## config.mk

```make
export PLATFORM = sky130hd
export DESIGN_NAME = fetch_unit
export DESIGN_NICKNAME = d
export VERILOG_FILES = /design/src/rtl/fetch_unit.sv
export SDC_FILE = /design/constraint.sdc
export NUM_CORES = 1
export LEC_CHECK = 0
export ABC_AREA = 1
export CORE_MARGIN = 2
export CORE_UTILIZATION = 33
export DETAILED_ROUTE_END_ITERATION = 12
export PLACE_DENSITY_LB_ADDON = 0.1
export SLEW_MARGIN = 20
export SYNTH_ARGS = -nofsm -noshare
export SYNTH_HDL_FRONTEND = slang
export SYNTH_SLANG_ARGS = --single-unit
```

## constraint.sdc

```tcl
create_clock -name clk -period 7.9 [get_ports clk]
set_input_delay 1.185 -clock clk [delete_from_list [all_inputs] [get_ports clk]]
set_output_delay 1.185 -clock clk [all_outputs]
set_load 0.01 [all_outputs]
```

## src/rtl/fetch_unit.sv

```systemverilog
// fetch_unit: instruction fetch stage with a 2-entry instruction buffer.
//
// Issues one instruction-memory read at a time from req_addr. The branch
// predictor sees the same address on bp_pc and supplies the next PC
// combinationally. Returned words are buffered with their PC, predicted
// next PC and BTB hit flag. Decode drains the buffer through if_*/id_ready.
// A redirect from ID/EX flushes the buffer and restarts fetch at
// redirect_pc. If a read is still outstanding at that point, the read is
// allowed to complete and its data is discarded.
//
// Ports
//   clk, reset                 clock, synchronous active-high reset
//   i_readM, i_address         instruction-memory read request / address
//   i_data, i_ready            returned instruction word / read completes
//   bp_pc                      PC currently being fetched (to predictor)
//   bp_predicted_pc            predictor's next PC for bp_pc
//   bp_tag_match               predictor BTB hit for bp_pc
//   redirect_valid/_pc         fetch redirect from ID/EX
//   if_valid, if_instr, if_pc  buffer head to decode
//   if_pred_pc, if_tag_match   prediction captured with the head entry
//   id_ready                   decode accepts the head this cycle
module fetch_unit #(
  parameter int unsigned          WORD_SIZE = 16,
  parameter logic [WORD_SIZE-1:0] RESET_PC  = '0
) (
  input  logic                 clk,
  input  logic                 reset,
  output logic                 i_readM,
  output logic [WORD_SIZE-1:0] i_address,
  input  logic [WORD_SIZE-1:0] i_data,
  input  logic                 i_ready,
  output logic [WORD_SIZE-1:0] bp_pc,
  input  logic [WORD_SIZE-1:0] bp_predicted_pc,
  input  logic                 bp_tag_match,
  input  logic                 redirect_valid,
  input  logic [WORD_SIZE-1:0] redirect_pc,
  output logic                 if_valid,
  output logic [WORD_SIZE-1:0] if_instr,
  output logic [WORD_SIZE-1:0] if_pc,
  output logic [WORD_SIZE-1:0] if_pred_pc,
  output logic                 if_tag_match,
  input  logic                 id_ready
);

  typedef enum logic [1:0] {
    FETCH      = 2'd0,  // read outstanding, result will be buffered
    WAIT_SPACE = 2'd1,  // buffer full, no read outstanding
    DISCARD    = 2'd2   // read outstanding, result will be dropped
  } state_t;

  typedef struct packed {
    logic [WORD_SIZE-1:0] instr;
    logic [WORD_SIZE-1:0] pc;
    logic [WORD_SIZE-1:0] pred_pc;
    logic                 tag_match;
  } entry_t;

  state_t               state_q, state_d;
  logic [WORD_SIZE-1:0] req_addr_q, req_addr_d;
  logic [WORD_SIZE-1:0] pend_pc_q, pend_pc_d;
  logic [1:0]           count_q, count_d;
  logic                 rd_ptr_q, rd_ptr_d;
  logic                 wr_ptr_q, wr_ptr_d;
  entry_t               fifo_q [2];
  entry_t               fifo_d [2];

  logic                 push;
  logic                 pop;
  logic [1:0]           count_after_push;
  entry_t               head;

  assign head = fifo_q[rd_ptr_q];

  // Read request and head-valid are forced low while reset is asserted so
  // nothing leaks out during the reset cycle(s).
  assign i_readM      = !reset && (state_q != WAIT_SPACE);
  assign i_address    = req_addr_q;
  assign bp_pc        = req_addr_q;
  assign if_valid     = !reset && (count_q != '0);
  assign if_instr     = head.instr;
  assign if_pc        = head.pc;
  assign if_pred_pc   = head.pred_pc;
  assign if_tag_match = head.tag_match;

  always_comb begin
    state_d    = state_q;
    req_addr_d = req_addr_q;
    pend_pc_d  = pend_pc_q;
    push       = 1'b0;
    pop        = (count_q != '0) && id_ready && !redirect_valid;
    // Occupancy after a push this edge; a read is only in flight in FETCH
    // when the buffer holds at most one entry, so this never exceeds 2.
    count_after_push = count_q + 2'd1 - {1'b0, pop};

    unique case (state_q)
      FETCH: begin
        if (redirect_valid) begin
          if (i_ready) begin
            req_addr_d = redirect_pc;
          end else begin
            // Read still in flight: keep the address stable until memory
            // answers, then restart from the remembered target.
            state_d   = DISCARD;
            pend_pc_d = redirect_pc;
          end
        end else if (i_ready) begin
          push       = 1'b1;
          req_addr_d = bp_predicted_pc;
          if (count_after_push == 2'd2) begin
            state_d = WAIT_SPACE;
          end
        end
      end
      WAIT_SPACE: begin
        if (redirect_valid) begin
          req_addr_d = redirect_pc;
          state_d    = FETCH;
        end else if (pop) begin
          state_d = FETCH;
        end
      end
      DISCARD: begin
        if (i_ready) begin
          req_addr_d = redirect_valid ? redirect_pc : pend_pc_q;
          state_d    = FETCH;
        end else if (redirect_valid) begin
          pend_pc_d = redirect_pc;
        end
      end
      default: begin
        state_d = FETCH;
      end
    endcase

    fifo_d = fifo_q;
    if (push) begin
      fifo_d[wr_ptr_q] = '{instr:     i_data,
                           pc:        req_addr_q,
                           pred_pc:   bp_predicted_pc,
                           tag_match: bp_tag_match};
    end

    // A redirect flushes the buffer and wins over any push/pop this edge.
    if (redirect_valid) begin
      count_d  = '0;
      rd_ptr_d = 1'b0;
      wr_ptr_d = 1'b0;
    end else begin
      count_d  = count_q + {1'b0, push} - {1'b0, pop};
      rd_ptr_d = rd_ptr_q ^ pop;
      wr_ptr_d = wr_ptr_q ^ push;
    end
  end

  always_ff @(posedge clk) begin
    if (reset) begin
      state_q    <= FETCH;
      req_addr_q <= RESET_PC;
      pend_pc_q  <= '0;
      count_q    <= '0;
      rd_ptr_q   <= 1'b0;
      wr_ptr_q   <= 1'b0;
    end else begin
      state_q    <= state_d;
      req_addr_q <= req_addr_d;
      pend_pc_q  <= pend_pc_d;
      count_q    <= count_d;
      rd_ptr_q   <= rd_ptr_d;
      wr_ptr_q   <= wr_ptr_d;
    end
  end

  // Buffer storage carries no reset; count_q alone decides what is valid.
  always_ff @(posedge clk) begin
    fifo_q <= fifo_d;
  end

endmodule

```

Word-level counts from Yosys, hierarchy flattened
Cells that the tools add are included.
- register bits: 136
- bits of input ports: 54
- output and inout port bits: 83
- logic and storage cells: 82
- add/subtract/negate cells: 4
- magnitude comparators: 3
- equality and inequality tests: 14
- mux-type cells: 28
- bitwise operators: 4
- reductions and logical operators: 15
- operators by type and width (cell ; number):
    $mux 49 ; 4
    $mux 16 ; 9
    $bwmux 98 ; 1
    $demux 49 s1 ; 1
    $pmux 16 s3 ; 1
    $pmux 16 s2 ; 1
    $mux 2 ; 7
    $ne 2x2->1 const B ; 6
    $ne 3x3->1 const B ; 4
    $reduce_and 4->1 ; 2
    $pmux 2 s3 ; 1
    $logic_and 1x1->1 ; 5
    $reduce_and 5->1 ; 1
    $eq 2x2->1 const B ; 2
    $ge 2x2->1 const B ; 2
    $not 1->2 ; 2
    $reduce_bool 2->1 ; 2
    $sub 2x1->2 ; 2
    $mux 1 ; 3
    $reduce_bool 3->1 ; 1
    $add 2x1->2 ; 1
    $add 2x1->2 const B ; 1
    $eq 2x1->1 const B ; 1
    $logic_not 1->1 ; 2
    other kinds (5) ; 6

Logic depth before layout (Yosys ltp)
- depth in word-level cells: 9
- gate-level depth with buffers: 13
- gate-level depth less buffers: 12

Worst setup path after synthesis
No wires, ideal clock.
- path kind: input to register
- start point: input redirect_valid
- end point: register fifo_q[0] (netlist bit) (enable)
- library setup time: 412 ps
- arrival: 2713 ps
- slack: 4775 ps
- stages: 4
- path through: inv_2 nand2_1 nor2_1 ha_1
- cells in the longest elaborated chain, start to end: 2
- RTL lines (what ; line ; text):
    from (decl) ; 35 ; input logic redirect_valid,
    $mux 1 ; 97 ; if (redirect_valid) begin
    $mux 1 ; 95 ; unique case (state_q)
    to (signal assigned) ; 175 ; fifo_q <= fifo_d;
    to (decl) ; 64 ; entry_t fifo_q [2];
No other way between the ends.
A chain may end at the register's enable or synchronous reset.

Final worst setup path
- start point: input reset
- end point: output if_valid
- cells in the longest elaborated chain, start to end: 2
- RTL lines (what ; line ; text):
    from (decl) ; 27 ; input logic reset,
    $logic_not 1->1 ; 79 ; assign if_valid = !reset && (count_q != '0);
    $logic_and 1x1->1 ; 79 ;
    to (decl) ; 37 ; output logic if_valid,
No other way between the ends.

==> Flow_metrics.wiki <==
{| class="wikitable"
! Metric !! Value
|-
| Initial Util || 33.6%
|-
| DR iter-0 viols || 319
|-
| Destination of the worst hold path || state_q[0]$_SDFFE_PP0P_
|-
| HP Class || reg -> reg
|-
| Setup slack, reg-to-reg || 5.61 ns
|-
| Via count of the first global-routing pass || 4390
|-
| Overall fraction of global-route tracks in use || 16.4%
|-
| Filler cells || 1673
|-
| Share of the clock period used by the worst path after layout || 44.2%
|-
| Outcome || finished clean
|-
| Clock Skews || 0.0104 ns
|-
| 1st-pass router iterations || 5
|-
| Crit path arrival time || 2.31 ns
|-
| Seq cells post-synth || 136
|-
| Largest stage delay on the critical path || 0.54 ns
|-
| Number of antenna violations at the first check in global routing || 0
|-
| Least-Margin Pin Slew || 1.07 ns
|-
| Total negative slack || 0 ns
|-
| Leak pwr || 3.12 nW
|-
| Number of pins with negative max-slew slack in the final report || 0
|-
| CTS tree || built
|-
| Maximum number of pins on one net before global-route repair || 52
|-
| Worst r2r path cells || 9
|-
| Average detailed-routed wire length per instance || 15.8 µm
|-
| Worst VDD drop || 0.000147 V
|-
| I/O pin count || 137
|-
| Setup repair after global routing missed its margin || false
|-
| Synth warn || 0
|-
| Proportion of power drawn by combinational gates || 23.9%
|-
| Critical hold path startpoint || state_q[0]$_SDFFE_PP0P_
|-
| Tot Pwr || 0.00223 W
|-
| Fraction of synthesis flops using an asynchronous set or reset pin || 0%
|-
| Area of the core || 0.0179 mm²
|-
| Nets@finish || 809
|-
| Detail Placement HPWL || 10200 µm
|-
| Most frequent cell after synthesis || sky130_fd_sc_hd__nand2_1
|-
| Total gr overflow || 0
|-
| Quantity of hold-fixing buffers added after cts || 0
|-
| End-of-flow core utilization || 44.6%
|-
| Achievable clock frequency || 286 MHz
|-
| Number of DRC violations after detailed routing || 0
|-
| Library cell occupying the most area in the post-synthesis netlist || sky130_fd_sc_hd__edfxtp_1
|-
| First-pass GRT wire length || 24400 µm
|-
| Critical Path End Type || primary output
|-
| Buffers & Inverters on Critical Path || 2
|-
| Number of buffers created by CTS || 17
|-
| Most instantiated cells after synthesis || sky130_fd_sc_hd__nand2_1, sky130_fd_sc_hd__edfxtp_1, sky130_fd_sc_hd__a21oi_1
|-
| Routed Antenna Nets || 0
|-
| Via count || 4648
|-
| Final Hold Viols || 0
|-
| Most numerous cell on the critical path || sky130_fd_sc_hd__clkdlybuf4s50_1
|-
| Reg power frac || 41.0%
|-
| Maximum root-to-sink buffer count || 2
|-
| Synthesized instance count || 634
|-
| Via density per instance || 4.70
|-
| Area delta synth->final || 32.8%
|-
| Kind of critical path || in -> out
|-
| Internal power contribution || 0.00159 W
|-
| Clock insertion delay at the later pin of the skew report || 0.41 ns
|-
| Post-synth EDFFs || 98
|-
| Worst reg2reg path startpoint || state_q[1]$_SDFFE_PP0P_
|-
| Final setup fails || 0
|-
| Final wirelength || 15600 µm
|-
| Die boundary width || 139 µm
|-
| Post-CTS resize count || 0
|-
| Combined area of the multi-input logic cells || 0.00190 mm²
|-
| Cell Area, Synth || 0.00602 mm²
|-
| Number of buffer cells added on primary ports || 136
|-
| Primary flip-flop cell chosen by synthesis mapping || sky130_fd_sc_hd__edfxtp_1
|-
| Required time of the critical path || 6.71 ns
|-
| Shortest period the worst path allows || 3.49 ns
|-
| Startpoint type of the worst setup path || primary input
|-
| Clock net sink count || 136
|-
| Sequence of cells on the critical path || clkdlybuf4s50_1 > nor2_1 > clkdlybuf4s50_1
|-
| Cell types with the largest area share after synthesis || sky130_fd_sc_hd__edfxtp_1, sky130_fd_sc_hd__nand2_1, sky130_fd_sc_hd__dfxtp_1, sky130_fd_sc_hd__a21oi_1, sky130_fd_sc_hd__o21ai_0
|-
| Number of H-tree levels || 4
|-
| Total power density per cell area || 279 mW/mm²
|-
| RR Endpoint || bp_pc[2]$_SDFFE_PP0P_
|-
| Mean cell area of the mapped netlist || 9.49 µm²
|-
| Crit-path leading delay family || buffers and inverters
|-
| Sequential area share after synthesis || 61.6%
|-
| Fraction of layout cells with a size suffix above 1 || 7.11%
|-
| Sequential cell area || 0.00370 mm²
|-
| Share of the synthesized area in the top cell type || 48.9%
|-
| Crit-path slowest cell || sky130_fd_sc_hd__clkdlybuf4s50_1
|-
| Net Switching || 0.000642 W
|-
| Inserted Diodes || 0
|-
| Max Cap Viol || 0
|-
| Die height || 139 µm
|-
| Total die area || 0.0193 mm²
|-
| Unique cell type count in the Yosys netlist || 29
|-
| Headroom to the max-slew limit || 28.6%
|-
| Root buf cell || sky130_fd_sc_hd__clkbuf_16
|-
| Synthesized Nets || 697
|-
| Worst hold stages || 2
|-
| Final weighted congestion in routability-driven placement || 0.775
|-
| Post-CTS Repair Setup Buffers || 0
|-
| Clock power frac || 35.1%
|-
| Count of standard-cell rows || 49
|-
| Reg clk slew, reported paths || 0.06 ns
|-
| Switching power share of the total || 28.8%
|-
| Critical Path Fanout Max || 4
|}
==> power groups by stage <==
stage | sequential [W] | clock, W | combinational (W)
5_1_grt | 0.000925 | 0.000823 | 0.000591
4_1_cts | 0.000916 | 0.000797 | 0.000538
3_5_place_dp | 0.000930 | 0 | 0.000536
3_3_place_gp | 0.000926 | 0 | 0.000534
6_report | 0.000914 | 0.000783 | 0.000534
2_1_floorplan | 0.000920 | 0 | 0.000315
==> layer usage <==
metal	vias to the layer above	GRT usage (%)	share of wire, %
met5	-	0	0
met4	0	6.27	2.1
met3	20	4.11	5.5
met2	155	26.3	47
met1	2170	21.4	46
li1	2303	-	-
==> worst max path at each step <==
stage	cells past startpoint	slack (ns)	to	start
finish	3	4.41	if_valid	reset
CTS	4	4.38	if_pc[7]	rd_ptr_q$_SDFF_PP0_
floorplan	4	4.78	fifo_q[0]$_DFFE_PP_	redirect_valid
global placement	7	4.06	fifo_q[11]$_DFFE_PP_	redirect_valid
detailed placement	7	4.01	fifo_q[37]$_DFFE_PP_	redirect_valid
global route	7	4.22	fifo_q[85]$_DFFE_PP_	redirect_valid
==> per-stage QoR <==
step	cells	cell area, µm²	worst slack, ns	hold slack, ns
2_1_floorplan	634	6020	4.78	0.492
3_3_place_gp	956	7400	4.06	0.513
3_5_place_dp	956	7400	4.01	0.514
4_1_cts	988	7990	4.38	0.522
5_1_grt	988	7990	4.22	0.544
6_report	988	7990	4.41	0.518
==> registers in the layout, summed over array words and instances (netlist names) <==
register,count
pend_pc_q,16
count_q,2
wr_ptr_q,1
fifo_q,98
state_q,2
rd_ptr_q,1
bp_pc,16
==> final cells by class <==
class / count / share of cell area, %
inverter: 30 / 1.47
clock buffer: 19 / 5.42
sequential: 136 / 46.4
multi-input combinational: 421 / 23.8
clock inverter: 13 / 1.94
tap: 229 / 3.59
timing repair buffer: 140 / 17.4
==> placed cells by master, fill, tap and decap left out <==
cell | Yosys | layout
sky130_fd_sc_hd__ha_2 | 0 | 2
sky130_fd_sc_hd__a21oi_2 | 3 | 3
sky130_fd_sc_hd__o21ai_0 | 27 | 27
sky130_fd_sc_hd__bufinv_16 | 0 | 3
sky130_fd_sc_hd__xnor2_1 | 1 | 1
sky130_fd_sc_hd__nor2_1 | 23 | 23
sky130_fd_sc_hd__clkinvlp_4 | 0 | 3
sky130_fd_sc_hd__nand2_1 | 259 | 259
sky130_fd_sc_hd__a211oi_1 | 7 | 7
sky130_fd_sc_hd__clkbuf_1 | 12 | 2
sky130_fd_sc_hd__ha_1 | 9 | 7
sky130_fd_sc_hd__inv_1 | 27 | 27
sky130_fd_sc_hd__a21oi_1 | 56 | 56
sky130_fd_sc_hd__clkinv_2 | 0 | 5
sky130_fd_sc_hd__inv_2 | 1 | 2
sky130_fd_sc_hd__or2_2 | 1 | 1
sky130_fd_sc_hd__edfxtp_1 | 98 | 98
sky130_fd_sc_hd__clkbuf_16 | 0 | 17
sky130_fd_sc_hd__buf_4 | 16 | 4
sky130_fd_sc_hd__o21ai_4 | 1 | 1
sky130_fd_sc_hd__nand3_1 | 17 | 17
sky130_fd_sc_hd__nand2_4 | 1 | 1
sky130_fd_sc_hd__dfxtp_1 | 38 | 37
sky130_fd_sc_hd__o21ai_2 | 1 | 1
sky130_fd_sc_hd__clkdlybuf4s50_1 | 0 | 136
sky130_fd_sc_hd__dfxtp_2 | 0 | 1
sky130_fd_sc_hd__o21ai_1 | 7 | 7
sky130_fd_sc_hd__nor2_4 | 2 | 2
sky130_fd_sc_hd__nand4_1 | 1 | 1
sky130_fd_sc_hd__clkinv_4 | 1 | 3
sky130_fd_sc_hd__nand2_2 | 5 | 5
==> worst reg2reg max path, stage by stage (launching register included) <==
cell,delay [ns]
sky130_fd_sc_hd__dfxtp_1,0.34
sky130_fd_sc_hd__inv_1,0.09
sky130_fd_sc_hd__ha_1,0.69
sky130_fd_sc_hd__inv_1,0.10
sky130_fd_sc_hd__nor2_1,0.17
sky130_fd_sc_hd__nor2_1,0.09
sky130_fd_sc_hd__nand2_4,0.24
sky130_fd_sc_hd__clkinv_4,0.21
sky130_fd_sc_hd__o21ai_0,0.19
sky130_fd_sc_hd__nor2_1,0.06
==> kinds of logic (layout without fill, tap and decap cells) <==
group | count (synthesis) | in the layout | synth area share, %
AO/OA/AOI/OAI | 102 | 102 | 9.21
XOR/XNOR | 1 | 1 | 0.146
adder cells (fa/ha/maj) | 9 | 9 | 1.87
buffers and inverters | 77 | 202 | 6.91
flip-flops | 136 | 136 | 61.6
AND/OR/NAND/NOR | 309 | 309 | 20.3
Note: power is estimated with default switching activity, not from simulation.
